## src/rtl/lc3b_pkg.sv

```systemverilog
// Shared constants for the LC-3b microcoded control unit: control-word layout,
// widths and the COND branch-type encoding used by the microsequencer and ControlStore.
package lc3b_pkg;

    localparam int cs_width_p  = 23;
    localparam int upc_width_p = 6;

    // Control-word field positions; bits 12:0 belong to the datapath.
    localparam int ird_bit_p    = 22;
    localparam int cond_msb_p   = 21;
    localparam int cond_lsb_p   = 20;
    localparam int j_msb_p      = 19;
    localparam int j_lsb_p      = 14;
    localparam int ld_ben_bit_p = 13;

    typedef enum logic [1:0] {
        COND_UNCOND = 2'b00,
        COND_MEM_R  = 2'b01,
        COND_BEN    = 2'b10,
        COND_ADDR11 = 2'b11
    } cond_e;

    // Decode dispatch: the opcode selects one of the first sixteen micro-states.
    function automatic logic [upc_width_p-1:0] ird_target(input logic [3:0] opcode);
        return {2'b00, opcode};
    endfunction

endpackage

```

## src/rtl/mem_wait_watchdog.sv

```systemverilog
// Saturating count of consecutive memory-wait cycles with a sticky timeout flag.
// The flag only reports; it never stalls or redirects sequencing.
module mem_wait_watchdog #(
    parameter int TIMEOUT = 255
) (
    input  logic clk,
    input  logic rst,
    input  logic en,
    input  logic wait_i,
    output logic timeout_o
);

    localparam logic [15:0] limit_p = 16'(TIMEOUT);

    logic [15:0] count_reg;
    logic        timeout_reg;

    always_ff @(posedge clk or posedge rst) begin
        if (rst) begin
            count_reg   <= 16'd0;
            timeout_reg <= 1'b0;
        end else if (en) begin
            if (wait_i) begin
                if (count_reg != limit_p) begin
                    count_reg <= count_reg + 16'd1;
                end
            end else begin
                count_reg <= 16'd0;
            end
            // A full counter arms the flag on the following enabled edge, whatever that cycle does.
            if (count_reg == limit_p) begin
                timeout_reg <= 1'b1;
            end
        end
    end

    assign timeout_o = timeout_reg;

endmodule

```

## src/rtl/lc3b_microsequencer.sv

```systemverilog
// LC-3b microsequencer: holds the micro-PC and BEN registers and computes the next
// micro-address from the current control word, IR and condition inputs.
module lc3b_microsequencer
    import lc3b_pkg::*;
#(
    parameter logic [5:0] RESET_UPC = 6'd18,
    parameter int         TIMEOUT   = 255
) (
    input  logic                   clk,
    input  logic                   rst,
    input  logic                   en,
    input  logic [cs_width_p-1:0]  cs_bits,
    input  logic [15:0]            ir,
    input  logic                   n,
    input  logic                   z,
    input  logic                   p,
    input  logic                   mem_r,
    output logic [upc_width_p-1:0] upc,
    output logic                   ben,
    output logic                   mem_timeout
);

    logic                   ird;
    cond_e                  cond;
    logic [upc_width_p-1:0] j_field;
    logic                   ld_ben;

    logic [upc_width_p-1:0] upc_reg;
    logic [upc_width_p-1:0] upc_next;
    logic                   ben_reg;
    logic                   ben_next;
    logic                   wait_cycle;

    assign ird     = cs_bits[ird_bit_p];
    assign cond    = cond_e'(cs_bits[cond_msb_p:cond_lsb_p]);
    assign j_field = cs_bits[j_msb_p:j_lsb_p];
    assign ld_ben  = cs_bits[ld_ben_bit_p];

    // Datapath-only fields and IR bits the sequencer never looks at.
    logic unused_bits;
    assign unused_bits = ^{cs_bits[ld_ben_bit_p-1:0], ir[8:0]};

    always_comb begin
        upc_next = j_field;
        if (ird) begin
            upc_next = ird_target(ir[15:12]);
        end else begin
            upc_next[2] = j_field[2] | ((cond == COND_BEN)    & ben_reg);
            upc_next[1] = j_field[1] | ((cond == COND_MEM_R)  & mem_r);
            upc_next[0] = j_field[0] | ((cond == COND_ADDR11) & ir[11]);
        end
    end

    assign ben_next   = (ir[11] & n) | (ir[10] & z) | (ir[9] & p);
    assign wait_cycle = ~ird & (cond == COND_MEM_R) & ~mem_r;

    // Branches read the registered BEN, so a same-word load takes effect one word later.
    always_ff @(posedge clk or posedge rst) begin
        if (rst) begin
            upc_reg <= RESET_UPC;
            ben_reg <= 1'b0;
        end else if (en) begin
            upc_reg <= upc_next;
            if (ld_ben) begin
                ben_reg <= ben_next;
            end
        end
    end

    mem_wait_watchdog #(
        .TIMEOUT (TIMEOUT)
    ) u_watchdog (
        .clk       (clk),
        .rst       (rst),
        .en        (en),
        .wait_i    (wait_cycle),
        .timeout_o (mem_timeout)
    );

    assign upc = upc_reg;
    assign ben = ben_reg;

endmodule

```

## config.mk

```make
export PLATFORM = sky130hd
export DESIGN_NAME = lc3b_microsequencer
export DESIGN_NICKNAME = d
export VERILOG_FILES = /design/src/rtl/lc3b_pkg.sv /design/src/rtl/mem_wait_watchdog.sv /design/src/rtl/lc3b_microsequencer.sv
export SDC_FILE = /design/constraint.sdc
export NUM_CORES = 1
export LEC_CHECK = 0
export BUFFER_PORTS_ARGS = -buffer_cell sky130_fd_sc_hd__buf_2
export CELL_PAD_IN_SITES_DETAIL_PLACEMENT = 2
export CELL_PAD_IN_SITES_GLOBAL_PLACEMENT = 2
export CORE_MARGIN = 2
export CORE_UTILIZATION = 30
export CTS_BUF_LIST = sky130_fd_sc_hd__clkbuf_16
export DETAILED_ROUTE_END_ITERATION = 16
export PLACE_DENSITY = 0.83
export RECOVER_POWER = 50
export SLEW_MARGIN = 5
export SYNTH_ARGS = -nofsm -noshare
export SYNTH_HDL_FRONTEND = slang
export SYNTH_HIERARCHICAL = 1
export SYNTH_SLANG_ARGS = --single-unit
```

## constraint.sdc

```tcl
create_clock -name clk -period 3.89 [get_ports clk]
set_input_delay 0.1945 -clock clk [delete_from_list [all_inputs] [get_ports clk]]
set_output_delay 0.1945 -clock clk [all_outputs]
set_load 0.01 [all_outputs]
```

==> results.tsv <==
stage	metric	value	unit
critical_path	Worst Path Arrival	2.35	ns
logic_synthesis	Yosys reg bits	24	
clock_tree	Reg clk slew, reported paths	0.06	ns
logic_synthesis	Yosys warnings	6	
route	DRT Wirelength	4.64	mm
die	I/O Pins	54	
clock_tree	post-cts sizing count	0	
global_routing	Global Route Usage Sum	19.2	%
global_routing	first-pass GRT wire length	7.97	mm
timing	RSZ-0062 raised after global routing	no	
cells_and_area	most common cell after layout, fill and taps aside	dfrtp_1	
logic_synthesis	synthesized cell area	1450	µm²
clock_tree	H-tree Lvls	1	
logic_synthesis	part of the Yosys area used for sequential elements	41.5	%
cells_and_area	Final #Nets	238	
pwr	Peak VDD IR	0.178	mV
critical_path	CP Max Fanout	25	
clock_tree	Root Driver	clkbuf_16	
die	Initial Util	31.0	%
logic_synthesis	Post-Syn Nets	209	
timing	post-layout min period	2.15	ns
cells_and_area	n_diodes	0	
cells_and_area	layout cells sized above 1	20.5	%
logic_synthesis	ys async rst share	100	%
critical_path	Critical Path RT	4.09	ns
flow_run	max-capacitance violation count	0	
route	DRT antenna net count	0	
cells_and_area	final cell count without fillers	244	
placed_design	hpwl dp	3.40	mm
die	num rows	25	
global_routing	number of antenna violations at the first check in global routing	0	
die	core area	4690	µm²
timing	slew margin rel.	24.2	%
critical_path	Crit Path Class	in2reg	
timing	Max Slew Vio Count	0	
global_routing	vias in the first global route	1606	
clock_tree	clock tree buffer depth	2	
logic_synthesis	post-synth cell types	49	
die	die span in x	73.6	µm
outcome	status	finished, final reports clean	
global_routing	largest net degree at the start of global routing	26	
placed_design	Placed Cells	239	
cells_and_area	most frequent cells in the layout	dfrtp_1, buf_2, nand2_1, nand3_1, inv_1	
placed_design	Port Buf Inserts	31	
timing	Final Cycle Share	55.3	%
timing	Tightest Pin Transition	1.14	ns
route	DRC viols	0	
cells_and_area	max reg flops	16	
placed_design	GPL Wtd Cong	0.811	
global_routing	grt ovf	0	
pwr	Static Leak	0.732	nW
clock_tree	CTS tree	yes	
clock_tree	# clock sinks	24	
logic_synthesis	Avg Inst Size Synth	8.97	µm²
logic_synthesis	Post-synth top flop	dfrtp_1	
timing	Worst Clk Skew	0.00712	ns
clock_tree	post-CTS setup buffers	0	
route	Initial DRC Count	56	
timing	Fin Setup TNS	0	ns
die	die area	5410	µm²
pwr	pwr dens	327	nW/µm²
route	vias after detailed routing	1416	
route	wire length per cell	19.0	µm
hold_path	type of the worst min-delay path	in2reg	
critical_path	Critical Path Start Type	primary input	
logic_synthesis	number of synthesized flops with an enable pin	0	
clock_tree	latest clock arrival within the worst-skew pair	0.27	ns
route	routed vias/inst	5.80	
timing	fmax	465	MHz
clock_tree	total CTS buffers	3	
die	floorplan die height	73.6	µm
cells_and_area	area delta synth->final	16.5	%
logic_synthesis	Cells after Synth	162	
timing	Hold Violations, Final	0	
critical_path	Worst setup EP type	flop	
timing	Setup Viol. Count Final	0	
clock_tree	Post-CTS Hold Buffers	1	
timing	Hold WS	0.143	ns
route	1st-pass router iterations	4	
==> power breakdown <==
part	internal, W	switching (W)	total [W]
Sequential	0.000259	0.00000552	0.000265
Combinational	0.0000213	0.0000356	0.0000569
Clock	0.000138	0.0000940	0.000232
==> path summary, 6_finish.rpt <==
path / startpoint / endpoint / slack, ns / cells after the start
max: en / u_watchdog/count_reg[13] / 1.74 / 4
min: cs_bits[13] / ben / 0.14 / 2
max reg2reg: u_watchdog/count_reg[1] / u_watchdog/count_reg[8] / 2.00 / 5
min reg2reg: u_watchdog/timeout_o / u_watchdog/timeout_o / 0.46 / 1
max in group asynchronous: rst / u_watchdog/count_reg[15] / 2.81 / 3
min in group asynchronous: rst / upc[3] / 0.44 / 3
==> per-layer routing <==
metal	wire (µm)	share of wire [%]	track usage [%]
met5	0	0	0
met4	61	1.3	6.46
met3	97	2.1	2.61
met2	2580	56	36.6
met1	1900	41	21.5
==> cell type report <==
type,count,area (µm²)
Clock inverter,1,3.75
Timing Repair Buffer,33,160
Tap cell,54,67.6
Sequential cell,24,603
Inverter,11,41.3
Multi-Input combinational cell,118,741
Clock buffer,3,75.1
Fill cell,555,3000
==> logic make-up after synthesis <==
logic type	synth area share (%)
simple gates	28.7
mux	1.38
flops	41.5
compound gates	20.0
buf+inv	7.58
fa+ha+maj	0.861
==> stage by stage <==
stage                     worst slack [ns]  power, W  instance area [µm²]  util [%]
after floorplan                       2.28  0.000298                 1450         -
after global placement                1.96  0.000325                 1620      34.5
after detailed placement              1.92  0.000329                 1620      34.5
after CTS                             2.02  0.000565                 1710      36.4
after global routing                  1.62  0.000575                 1690      36.1
final                                 1.74  0.000553                 1690      36.1
==> critical path: stages <==
cell      delay, ns
clkbuf_1       0.82
nand2_1        0.59
or4_1          0.64
nand3_1        0.09
==> synth_stat cells, types with 3 or more instances <==
cell	instances	area share, %
dfrtp_1	22	38
nand2_1	18	4.7
nand3_1	13	4.5
inv_1	10	2.6
nor2_1	10	2.6
o21ai_0	8	2.8
nand4_1	6	2.6
a21oi_1	5	1.7
o22ai_1	5	2.2
and3_2	3	1.6
buf_6	3	2.3
clkbuf_1	3	0.78
nor4_1	3	1.3
o211ai_1	3	1.6
(Power assumes the default switching activity.)
